<file path="config.mk">
export PLATFORM = sky130hd
export DESIGN_NAME = reg_mem_dp
export DESIGN_NICKNAME = d
export VERILOG_FILES = /design/src/rtl/reg_mem_dp.sv
export SDC_FILE = /design/constraint.sdc
export NUM_CORES = 1
export LEC_CHECK = 0
export CORE_ASPECT_RATIO = 0.8
export CORE_MARGIN = 2
export CORE_UTILIZATION = 30
export CTS_BUF_LIST = sky130_fd_sc_hd__clkbuf_4
export CTS_CLUSTER_DIAMETER = 200
export DETAILED_ROUTE_END_ITERATION = 12
export DONT_BUFFER_PORTS = 1
export MAX_ROUTING_LAYER = met4
export PLACE_DENSITY = 0.56
export SLEW_MARGIN = 20
export SYNTH_ARGS = -nofsm -noshare
export SYNTH_HDL_FRONTEND = slang
export SYNTH_SLANG_ARGS = --single-unit
</file>
<file path="constraint.sdc">
create_clock -name clk -period 5.4 [get_ports clk]
set_clock_uncertainty 0.05 [all_clocks]
set_input_delay 1.08 -clock clk [delete_from_list [all_inputs] [get_ports clk]]
set_output_delay 1.08 -clock clk [all_outputs]
set_load 0.1 [all_outputs]
</file>
<file path="src/rtl/reg_mem_dp.sv">
// rtl/reg_mem_dp.sv - dual-port register memory with per-bit write mask and sequential clear sweep.
// Optional macro REG_MEM_DP_BYPASS_EN: same-address read during write returns the merged write value.
module reg_mem_dp #(
    parameter int DATA_WIDTH = 8,
    parameter int ADDR_BITS  = 5
) (
    input  logic                  clk,
    input  logic                  rst,
    input  logic                  wen,
    input  logic [ADDR_BITS-1:0]  wr_addr,
    input  logic [DATA_WIDTH-1:0] wr_data,
    input  logic [DATA_WIDTH-1:0] wr_mask,
    input  logic                  ren,
    input  logic [ADDR_BITS-1:0]  rd_addr,
    input  logic                  clr,
    output logic [DATA_WIDTH-1:0] rd_data,
    output logic                  rd_valid,
    output logic                  busy
);

    localparam int DEPTH = 2 ** ADDR_BITS;
    localparam logic [ADDR_BITS-1:0] LAST_ADDR = ADDR_BITS'(DEPTH - 1);

    typedef enum logic {
        ST_IDLE,
        ST_CLEAR
    } state_t;

    state_t                state;
    state_t                state_next;
    logic [ADDR_BITS-1:0]  clr_cnt;
    logic [ADDR_BITS-1:0]  clr_cnt_next;

    logic [DATA_WIDTH-1:0] mem [DEPTH];

    logic                  mem_we;
    logic [ADDR_BITS-1:0]  mem_waddr;
    logic [DATA_WIDTH-1:0] mem_wdata;
    logic                  rd_en;
    logic [DATA_WIDTH-1:0] wr_merged;
    logic [DATA_WIDTH-1:0] rd_word;

    assign wr_merged = (mem[wr_addr] & ~wr_mask) | (wr_data & wr_mask);
    assign busy      = (state == ST_CLEAR);

`ifdef REG_MEM_DP_BYPASS_EN
    assign rd_word = (wen && (wr_addr == rd_addr)) ? wr_merged : mem[rd_addr];
`else
    assign rd_word = mem[rd_addr];
`endif

    always_ff @(posedge clk) begin
        if (rst) begin
            state   <= ST_CLEAR;
            clr_cnt <= '0;
        end else begin
            state   <= state_next;
            clr_cnt <= clr_cnt_next;
        end
    end

    always_comb begin
        state_next   = state;
        clr_cnt_next = clr_cnt;
        mem_we       = 1'b0;
        mem_waddr    = wr_addr;
        mem_wdata    = wr_merged;
        rd_en        = 1'b0;
        case (state)
            ST_IDLE: begin
                mem_we = wen;
                rd_en  = ren;
                if (clr) begin
                    state_next   = ST_CLEAR;
                    clr_cnt_next = '0;
                end
            end
            ST_CLEAR: begin
                mem_we    = 1'b1;
                mem_waddr = clr_cnt;
                mem_wdata = '0;
                // Stop on the last address instead of wrapping so no word is cleared twice.
                if (clr_cnt == LAST_ADDR) begin
                    state_next = ST_IDLE;
                end else begin
                    clr_cnt_next = clr_cnt + ADDR_BITS'(1);
                end
            end
            default: begin
                state_next = ST_CLEAR;
            end
        endcase
    end

    always_ff @(posedge clk) begin
        if (!rst && mem_we) begin
            mem[mem_waddr] <= mem_wdata;
        end
    end

    always_ff @(posedge clk) begin
        if (rst) begin
            rd_data  <= '0;
            rd_valid <= 1'b0;
        end else begin
            rd_valid <= rd_en;
            if (rd_en) begin
                rd_data <= rd_word;
            end
        end
    end

endmodule

</file>
# Word level (Yosys, flattened, before mapping)
# Memories as Yosys holds them, arrays and structs flattened. A register that Yosys moved wholly into a read port is not among the register bits.
# Cells that the tools add are included.
# classes
addsub	1
n_mul	0
n_div	0
order_cmp	0
eq_ne	3
n_shift	0
n_mux	12
bitwise	5
n_reduce_logical	3
# ops
operator	count
8-bit bitwise AND	2
5-bit 2-to-1 mux	3
5-bit one-hot mux with 2 select lines	1
8-bit 2-to-1 mux	1
8-bit inverter	1
8-bit bitwise OR	1
5-bit by 1-bit adder with 5-bit output, second input constant	1
5-bit equality test, second input constant	1
1-bit 2-to-1 mux	5
2-bit != test, second input constant	2
1-bit one-hot mux with 2 select lines	2
2-bit AND reduction	1
1-bit logical AND	1
1-bit logical NOT	1
1-bit inverter	1
# word_totals
ff_bits	7
latchBits	0
ram_bits	256
romBits	0
inputBits	31
out_inout_bits	10
elab_cells	28
memories	1
# mem_list
memory	depth	width	rd	rd_clocked_by_memory_dff	write_ports	line	rtl
mem	32	8	2	1	1	34	logic [DATA_WIDTH-1:0] mem [DEPTH];

# Longest topological paths before layout
# Gate-level depths: netlist (run 1).
# logic_depth
depth_word	5
depth_mapped	9
depth_no_buf	7

# Least setup slack after synthesis (run 1)
# No wires, ideal clock.
# synth_path
path_type	input to register
from	input port wr_addr[0]
to	memory mem[0][2] (data pin)
setup_ns	0.540
arrival_ns	4.003
required_time_ns	4.810
slack_ns	0.807
cell_stages	8
path_buffers	3
path_cell_list	buf_6 buf_8 buf_6 mux2_1 o22ai_1 o311ai_1 a21oi_1 nor4_1
# synth_via
elab_chain_len	4
# synth_rtl
item	line	rtl
start, declared	10	input logic [ADDR_BITS-1:0] wr_addr,
memory read 32 x 8 bit	-	
8-bit bitwise AND	43	assign wr_merged = (mem[wr_addr] & ~wr_mask) | (wr_data & wr_mask);
8-bit bitwise OR	43	
8-bit 2-to-1 mux	69	case (state)
via mem_wdata[2]	38	logic [DATA_WIDTH-1:0] mem_wdata;
end, declared	34	
# The timed path passes the listed nets, and every way through them passes these cells.

# Final worst setup path (run 1)
# layout_path
from	register state (netlist: busy)
to	memory mem[3][1], enable pin
# layout_via
elab_chain_len	5
word_cells_on_any_way	6
classes_between	mux (4); bitwise (1); reduce/logical (1)
# layout_rtl
item	line	rtl
start, declared	29	state_t state;
start signal, assigned	57	state <= state_next;
1-bit inverter	-	
1-bit one-hot mux with 2 select lines	69	
1-bit logical AND	96	if (!rst && mem_we) begin
1-bit 2-to-1 mux	96	
1-bit 2-to-1 mux (implied by the code)	97	mem[mem_waddr] <= mem_wdata;
# Several ways; a longest one is shown, not always the timed one.

==> results of run 1 <==
## synthesized netlist by cell type, drive strengths merged (7+ instances only)
| master | n |
|---|---|
| o21ai | 14 |
| edfxtp | 256 |
| or4 | 8 |
| nand2 | 43 |
| a21oi | 44 |
| a211oi | 16 |
| clkbuf | 31 |
| and2 | 7 |
| mux2 | 17 |
| o22ai | 7 |
| a221oi | 8 |
| inv | 12 |
| a22oi | 66 |
| o311ai | 7 |
| dfxtp | 15 |
| buf | 33 |
| mux4 | 48 |
| mux2i | 148 |
| nand2b | 13 |
| nor2 | 64 |
## layout by cell type (no fill, tap or decap), types with 3 or more instances in the layout
cell type  netlist  final
edfxtp_1       256    256
mux2i_1        148    148
clkbuf_4         0     96
a22oi_1         66     66
nor2_1          64     62
mux4_2          48     48
a21oi_1         44     44
nand2_1         43     43
mux2_1          16     16
buf_4            5     16
dfxtp_1         15     14
nand2b_1        13     13
o21ai_0         12     12
inv_1           11     11
a221oi_1         8      8
a211oi_1         8      8
or4_1            8      8
a211oi_2         8      8
o22ai_1          7      7
o311ai_1         7      7
clkinv_1         0      7
a211o_1          6      6
and2_1           6      6
nor4_2           0      5
nor2b_1          6      4
inv_2            1      4
o31ai_1          4      4
nand3_1          3      3
## path summary, 6_finish.rpt
kind,slack (ps),from,cells past startpoint,to
worst min register to register,530,clr_cnt[0],2,clr_cnt[0]
worst min-delay path,350,rst,1,rd_data[2]
worst max register to register,1890,busy,4,mem[3][1]
worst max-delay path,1890,busy,4,mem[3][1]
## per-stage QoR
step                      util (%)  cell area (µm²)  setup WS (ps)  power, mW  cells
after floorplan                  -            13200            807       2.57    895
after global placement        31.5            13600           1770       2.59   1407
after detailed placement      31.5            13700           1620       2.59   1407
after CTS                     33.4            14500           1980       4.32   1516
after global routing          33.5            14500           1770       4.45   1517
final                         33.5            14500           1890       4.30   1517
## flip-flops by register name, indices dropped and copies added (netlist names)
register and flops:
rd_valid 1, busy 1, mem 256, rd_data 8, clr_cnt 5
## power breakdown
| part | internal, mW | leakage (nW) | switching, mW |
|---|---|---|---|
| Combinational | 0.115 | 2.01 | 0.154 |
| Sequential | 2.28 | 2.59 | 0.00843 |
| Clock | 0.906 | 0.498 | 0.837 |
## area by class of cell
| class | count | area (µm²) |
|---|---|---|
| Sequential cell | 271 | 7990 |
| Multi-Input combinational cell | 548 | 4810 |
| Antenna cell | 1 | 2.50 |
| Inverter | 12 | 45.0 |
| Fill cell | 4232 | 28800 |
| Clock buffer | 96 | 721 |
| Timing Repair Buffer | 16 | 120 |
| Clock inverter | 13 | 103 |
| Tap cell | 560 | 701 |
## critical path, stage by stage (launching register included)
cell and delay (ps):
dfxtp_2 980, inv_1 510, o31ai_1 550, nand2_1 210, nor2_1 790
## layer usage
layer | track usage [%] | share of wire [%]
met4 | 3.94 | 1.3
met5 | - | 0
met1 | 25.4 | 45
met2 | 24.7 | 42
met3 | 7.20 | 12
## kinds of logic after synthesis
family / synth area share [%]
simple gates: 5.56
buf+inv: 3.71
compound gates: 9.29
fa+ha+maj: 0.189
flops: 60.4
mux: 20.8
==> key figures, run 1 <==
Drt
  – Drt via density: around 5.6
  – Remaining DRCs: 0
  – DRT Pass-1 Iters: 5
  – Total vias in the final route: 8452
  – Final ANT Viol Nets: 0
  – Routed WL per cell: around 27 µm
  – DR iter-0 viols: 840
  – Final WL: slightly above 40000 µm

Floorplanning
  – FP Rows: 68
  – Core Region: approximately 43000 µm²
  – Num ports: 41
  – Die width: about 240 µm
  – Initial Util: 30.5%
  – Die height: between 150 and 200 µm
  – Die Area: between 40000 and 50000 µm²

Timing
  – Slew Limit Fails: 0
  – Tcrit/Tclk final: around 65%
  – Peak Freq: 285 MHz
  – RSZ-0062 raised after global routing: no
  – Minimum clock period: 3510 ps
  – Final Setup Violations: 0
  – Slew headroom: 25.8%
  – Setup TNS: 0 ps
  – Slew at the pin with the worst max-slew slack: 1110 ps
  – Final number of hold-violating endpoints: 0
  – Worst hold slack: 352 ps

Setup path
  – Critical-path maximum fanout: 24
  – WP data required: 5680 ps
  – Kind of critical path: reg2reg
  – Arr. time, crit path: about 3800 ps
  – Crit path launch type: flop
  – Setup crit end kind: flop

Global route
  – Initial antenna violation count: 1
  – Global route overflow: 0
  – First-pass GRT wire length: between 50000 and 60000 µm
  – Pin count of the biggest net entering global routing: ~130
  – GRT Overall Usage: 18.2%
  – Vias in the first global route: 8187

Logic synthesis
  – Ys flop type: edfxtp_1
  – Synthesized area: between 10000 and 15000 µm²
  – Synth area leaders: edfxtp_1 58%, mux2i_1 11%, mux4_2 8.2%
  – Mapped Avg Cell Area: between 10 and 15 µm²
  – Unique masters post-synth: 45
  – Synth warnings: 0
  – Area fraction of the dominant cell type after synthesis: 58.1%
  – EDFF count, synth: between 200 and 300
  – Area leader, netlist: edfxtp_1
  – Seq cells post-synth: 271
  – Synthesized net count: 928
  – Synthesized instance count: 895
  – Async SR Flop Fraction: 0%
  – Register area share after synthesis: 60.4%

Clocking
  – Clk buf depth: 3
  – Root Driver: clkbuf_4
  – CTS buffer count: 67
  – Sink Count: 271
  – Post-CTS Hold Fix Bufs: 0
  – Clk_lat worst skew: 760 ps
  – CTS clk-pin slew, worst paths: ~70 ps
  – Postcts setup bufs: 0
  – Post-cts resize count: 0
  – H-tree depth: 3
  – CTS tree: yes

Final layout
  – Area growth from synthesis to layout: 9.57%
  – Post-layout net count: 949
  – Layout cells sized above 1: 19.8%

Run
  – Max-cap violations: 0

Placed design
  – Port buffer count: 0
  – GP Congestion: 0.946
  – DP Wirelength: roughly 26000 µm

Run status
  – Status: finished clean

Worst hold path
  – Hold Crit Class: in2reg

Power and ir drop
  – Pwr Density: 297 nW/µm²
  – P_leak: 5.10 nW
  – Maximum vdd drop: between 0.15 and 0.2 mV
(Power assumes the default switching activity.)
==> run 2, diff against run 1 <==
- PLACE_DENSITY: 0.56 -> 0.57
- clock period: 5.4 -> 2.9 ns (I/O delays scaled with it)
==> run 2 against run 1 <==
Effect of this change: global-route usage increased by 1.1 points; combinational power increased by 99%; sequential share of layout area decreased by 2.3 points; sequential cell count unchanged; die area unchanged; clock power increased by 88%; critical path type unchanged; critical endpoint is now mem[2][7]; largest power group unchanged.
==> key figures, run 2 (same netlist as run 1, synthesis figures left out) <==
Global route
  – Pin count of the biggest net entering global routing: 129
  – GRT Overall Usage: 19.3%
  – Vias in the first global route: between 8000 and 9000
  – Global route overflow: 0
  – Initial antenna violation count: 3
  – First-pass GRT wire length: ~61000 µm

Final layout
  – Area growth from synthesis to layout: 14.3%
  – Layout cells sized above 1: 25.8%
  – Most common cell after layout, fill and taps aside: edfxtp_1
  – Layout Cell Area excl Fill: 15100 µm²
  – Most frequent cells in the layout: 256 x edfxtp_1, 148 x mux2i_1, 106 x clkbuf_4, 79 x buf_4, 66 x a22oi_1
  – Biggest register: mem
  – Fill count: roughly 4200
  – Max reg flops: 256
  – Layout Utilization: 34.9%
  – Post-layout net count: 1018
  – Largest regs: mem x256, rd_data x8, clr_cnt x5

Clocking
  – Post-CTS Hold Fix Bufs: 1
  – Clk buf depth: 3
  – Sink Count: roughly 270
  – CTS clk-pin slew, worst paths: 80 ps
  – Clk_lat worst skew: 770 ps
  – Post-cts resize count: 0
  – H-tree depth: 3
  – Root Driver: clkbuf_4
  – Postcts setup bufs: 0
  – CTS buffer count: just under 70
  – CTS tree: yes

Drt
  – Met2 WL post-DR: about 18000 µm
  – Met3 wire len: 3970 µm
  – Drt via density: 5.62
  – DRT Pass-1 Iters: 5
  – Final ANT Viol Nets: 0
  – Routed WL per cell: around 27 µm
  – Total vias in the final route: 8986
  – Met1 WL: about 20000 µm
  – DR iter-0 viols: between 1000 and 1500
  – Top routing layer in use: met4
  – Remaining DRCs: 0
  – Final WL: about 43000 µm

Timing
  – Slew Limit Fails: 0
  – Slew at the pin with the worst max-slew slack: 1170 ps
  – RSZ-0062 raised after global routing: no
  – Minimum clock period: 2680 ps
  – Tcrit/Tclk final: 92.5%
  – Final Setup Violations: 0
  – Slew headroom: a little over a fifth
  – Final number of hold-violating endpoints: 0
  – Setup TNS: 0 ps
  – Peak Freq: roughly 370 MHz

Worst hold path
  – Hold EP: clr_cnt[2]
  – Hold Crit Class: in2reg
  – Hold path start: clr
  – WHS Path Cells: 3

Placed design
  – Post-placement cell area: 14200 µm²
  – GP Congestion: 0.868
  – DP Wirelength: 27600 µm
  – Port buffer count: 0

Run status
  – Status: finished clean

Floorplanning
  – Core Region: around 43000 µm²
  – Die Area: 45800 µm²
  – Die width: roughly 240 µm
  – Initial Util: 30.5%
  – Die height: 192 µm
  – FP Rows: 68
  – Num ports: 41

Setup path
  – RR Startpoint: mem[28][7]
  – Kind of critical path: reg2reg
  – Setup crit end kind: flop
  – Crit path launch type: flop
  – Arr. time, crit path: 3110 ps
  – R2R Setup Slk: 220 ps
  – Worst R2R End: mem[2][7]
  – WP data required: 3320 ps
  – FF-to-FF path depth: 6
  – Critical-path maximum fanout: 20

Power and ir drop
  – Overall power: 8.06 mW
  – Maximum vdd drop: 0.186 mV
  – P_leak: between 5 and 6 nW
  – Pwr Density: 534 nW/µm²

Run
  – Max-cap violations: 0
[run 2: worst max path at each step]
stage | startpoint | end | slack, ps | depth (start not counted)
global placement | wr_addr[0] | mem[19][7] | 70 | 6
detailed placement | wr_addr[0] | mem[19][7] | 80 | 6
finish | mem[28][7] | mem[2][7] | 220 | 6
global route | mem[28][7] | mem[2][7] | 180 | 6
floorplan | wr_addr[0] | mem[0][2] | 60 | 8
CTS | mem[28][7] | mem[2][7] | 310 | 6
[run 2: metrics by stage]
step	std cells	hold slack [ps]	setup WS [ps]
after global routing	1599	96.5	176
after floorplan	895	477	60.6
after detailed placement	1473	523	79.6
final	1599	74.7	219
after CTS	1595	3.64	309
after global placement	1473	521	69.2
[run 2: final cells by class]
type / count / area, µm² / area share [%]
flip-flops and latches: 271 / 7990 / 52.9
clock buffers: 106 / 796 / 5.27
inverters: 12 / 45.0 / 0.298
multi-input cells: 548 / 4840 / 32.0
repair buffers: 83 / 663 / 4.39
diodes: 4 / 10.0 / 0.0662
well taps: 560 / 701 / 4.64
clock inverters: 15 / 65.1 / 0.431
[run 2: critical path, stage by stage (launching register included)]
cell and delay, ps:
edfxtp_1 400, mux4_2 490, nand2b_1 170, a211oi_1 500, nand3_1 120, and4_1 400, buf_12 240
[run 2: power breakdown]
| group | total, mW | leakage, nW | internal (mW) | switching (mW) |
|---|---|---|---|---|
| Sequential | 4.25 | 2.59 | 4.24 | 0.0137 |
| Clock | 3.27 | 0.527 | 1.67 | 1.61 |
| Combinational | 0.536 | 2.37 | 0.243 | 0.293 |
| Total | 8.06 | 5.49 | 6.15 | 1.92 |
[run 2: per-layer routing]
layer	global-route usage, %	up-vias
li1	-	3805
met1	27.4	4657
met2	26.5	456
met3	5.69	68
met4	5.89	0
met5	-	-
==> run 3, diff against run 2 <==
- ABC_AREA: unset -> 1
- CELL_PAD_IN_SITES_DETAIL_PLACEMENT: unset -> 2
- CELL_PAD_IN_SITES_GLOBAL_PLACEMENT: unset -> 2
- PLACE_DENSITY: 0.57 -> 0.78
- SLEW_MARGIN: 20 -> 10
==> run 3 against run 2 <==
Effect of this change: clock power up 8.0%; hold slack worse by 9.7 ps; highest routed layer unchanged; clock-buffer cell count up 8; sequential power about the same; sequential share of layout area decreased by 3.8 points; worst setup slack improved by 58 ps; critical path depth stayed put; critical endpoint is now mem[1][2]; via count grew 46%; critical path type unchanged; cell count up 55%; maximum frequency rose by 2.2%; core utilization shrank 0.26 points.
==> key figures, run 3 <==
Run status
  – Status: finished clean

Drt
  – Routed WL per cell: 24.3 µm
  – Final ANT Viol Nets: 0
  – DRT Pass-1 Iters: 5
  – Top routing layer in use: met4
  – Met2 WL post-DR: 27700 µm
  – Remaining DRCs: 0
  – Total vias in the final route: 13110
  – Met3 wire len: between 4000 and 5000 µm
  – Drt via density: 5.30
  – Met1 WL: 26900 µm
  – Final WL: 60300 µm
  – DR iter-0 viols: slightly below 1000

Floorplanning
  – Die height: 199 µm
  – Die width: between 200 and 250 µm
  – Core Region: 47000 µm²
  – Die Area: 49400 µm²
  – FP Rows: 71
  – Num ports: 41
  – Initial Util: 30.4%

Timing
  – Tcrit/Tclk final: 90.4%
  – Slew Limit Fails: 0
  – Slack of the critical path: 277 ps
  – Minimum clock period: 2620 ps
  – Slew headroom: 34.0%
  – Setup TNS: 0 ps
  – Final number of hold-violating endpoints: 0
  – RSZ-0062 raised after global routing: no
  – Peak Freq: 381 MHz
  – Final Setup Violations: 0
  – Slew at the pin with the worst max-slew slack: 989 ps

Logic synthesis
  – Ys flop type: edfxtp_1
  – Most frequent cell after synthesis: nand2_1
  – Seq cells post-synth: 271
  – Synthesized net count: ~1800
  – Synth area leaders: edfxtp_1 54%, nand2_1 19%, nand3_1 13%
  – EDFF count, synth: about 260
  – Mapped Avg Cell Area: 8.23 µm²
  – Async SR Flop Fraction: 0%
  – Most instantiated cells after synthesis: 728 x nand2_1, 366 x nand3_1, 256 x edfxtp_1, 125 x inv_1, 70 x nor2_1
  – Synthesized area: 14300 µm²
  – Unique masters post-synth: 25
  – Area fraction of the dominant cell type after synthesis: 53.8%
  – Synth warnings: 0
  – Area leader, netlist: edfxtp_1
  – Synthesized instance count: about 1700
  – Register area share after synthesis: 55.9%

Final layout
  – Final Non-Filler Cells: 2475
  – Most frequent cells in the layout: 728 x nand2_1, 366 x nand3_1, 256 x edfxtp_1, 124 x inv_1, 114 x clkbuf_4
  – Most common cell after layout, fill and taps aside: nand2_1
  – Layout Utilization: 34.6%
  – Post-layout net count: 1832
  – Biggest register: mem
  – Max reg flops: between 200 and 300
  – Area growth from synthesis to layout: 14.0%
  – Layout cells sized above 1: between 10% and 20%
  – Largest regs: mem x256, rd_data x8, clr_cnt x5

Power and ir drop
  – Pwr Density: 525 nW/µm²
  – P_leak: 7.03 nW
  – Overall power: 8.54 mW
  – Maximum vdd drop: 0.235 mV

Setup path
  – Crit path launch type: flop
  – RR Startpoint: busy
  – R2R Setup Slk: roughly 280 ps
  – Worst path cell trace: o21ai_0, inv_1, nor2_1, nand2_1, nor2_1, buf_4
  – Kind of critical path: reg2reg
  – Critical-path maximum fanout: 13
  – Worst path slowest cell: o21ai_0
  – CP peak stage delay: 660 ps
  – Most frequent CP cell: nor2_1
  – FF-to-FF path depth: 6
  – Setup crit end kind: flop
  – WP data required: 3310 ps
  – Arr. time, crit path: 3040 ps
  – Worst R2R End: mem[1][2]

Clocking
  – CTS tree: yes
  – Root Driver: clkbuf_4
  – H-tree depth: 3
  – Clk_lat worst skew: 790 ps
  – CTS clk-pin slew, worst paths: 70 ps
  – CTS buffer count: 74
  – Post-cts resize count: 0
  – Sink Count: 271
  – Clk buf depth: 3

Placed design
  – DP Wirelength: roughly 38000 µm
  – DP Cell Count: roughly 2300
  – GP Congestion: 0.903
  – DP Worst Slack: 91.9 ps
  – Port buffer count: 0

Worst hold path
  – Hold Crit Class: in2reg
  – WHS Path Cells: 4
  – Hold EP: rd_data[6]
  – Hold path start: rd_addr[3]

Run
  – Max-cap violations: 0

Global route
  – Pin count of the biggest net entering global routing: roughly 130
  – First-pass GRT wire length: 89500 µm
  – GRT Overall Usage: 25.5%
  – Global route overflow: 0
  – Initial antenna violation count: 4
  – Vias in the first global route: 14176
-- run 3: cell types whose count changed after synthesis, moves of 29 or more --
cell     previous run  this run
mux4_2             48         0
buf_2               2        60
a21oi_1            44        15
a22oi_1            66         0
nand3_1             3       366
nand2_1            43       728
mux2i_1           148         0
inv_1              11       125
-- run 3: report_power, final --
group	internal, mW	total, mW	leakage, nW	switching, mW
clock	1.78	3.53	0.556	1.76
sequential	4.24	4.26	2.57	0.0164
combinational	0.236	0.753	3.90	0.517
total	6.26	8.54	7.03	2.29
-- run 3: critical path, delay by kind of cell, from the launching register on --
| kind | cells | cell delay [ps] |
|---|---|---|
| and+or+nand+nor | 3 | 740 |
| AOI/OAI and AO/OA | 1 | 660 |
| DFF | 1 | 450 |
| buffers and inverters | 2 | 400 |
-- run 3: layer usage --
| metal | up-vias | track usage (%) |
|---|---|---|
| li1 | 5867 | - |
| met1 | 6695 | 33.0 |
| met2 | 442 | 40.0 |
| met3 | 106 | 5.52 |
| met4 | 0 | 7.52 |
| met5 | - | - |
-- run 3: timing repair --
action / 4_1_cts / 5_1_grt
hold endpoints to repair: 8 / 0
hold buffers: 5 / 0
buffers inserted: 0 / 0
-- run 3: through the flow --
step | area [µm²] | hold slack, ps
3_5_place_dp | 15300 | 460
5_1_grt | 16300 | 56.5
2_1_floorplan | 14300 | 415
3_3_place_gp | 15300 | 437
4_1_cts | 16300 | 12.8
6_report | 16300 | 65.1
-- run 3: cells by family (layout without fill, tap and decap cells) --
family	count (synthesis)	count (layout)	share of synthesized area, %
buffers and inverters	238	355	7.73
flip-flops	271	271	55.9
adder cells (fa/ha/maj)	2	2	0.175
AND/OR/NAND/NOR	1170	1170	34.2
other	0	3	0
AO/OA/AOI/OAI	53	53	1.94
XOR/XNOR	1	1	0.0613
-- run 3: worst max-delay path by stage --
stage	startpoint	end	slack (ps)	cells after the start
3_3_place_gp	wr_addr[0]	mem[18][6]	140	12
6_report	busy	mem[1][2]	280	6
4_1_cts	busy	mem[17][5]	410	5
2_1_floorplan	wr_addr[0]	mem[0][5]	160	10
3_5_place_dp	wr_addr[0]	mem[2][4]	90	10
5_1_grt	busy	mem[22][5]	260	7
-- run 3: layout make-up --
type	instances	area, µm²
inverters	129	489
well taps	620	776
clock buffers	114	856
fillers	5429	30700
flip-flops and latches	271	7990
multi-input cells	1226	5210
repair buffers	97	891
clock inverters	15	57.6
diodes	3	7.51
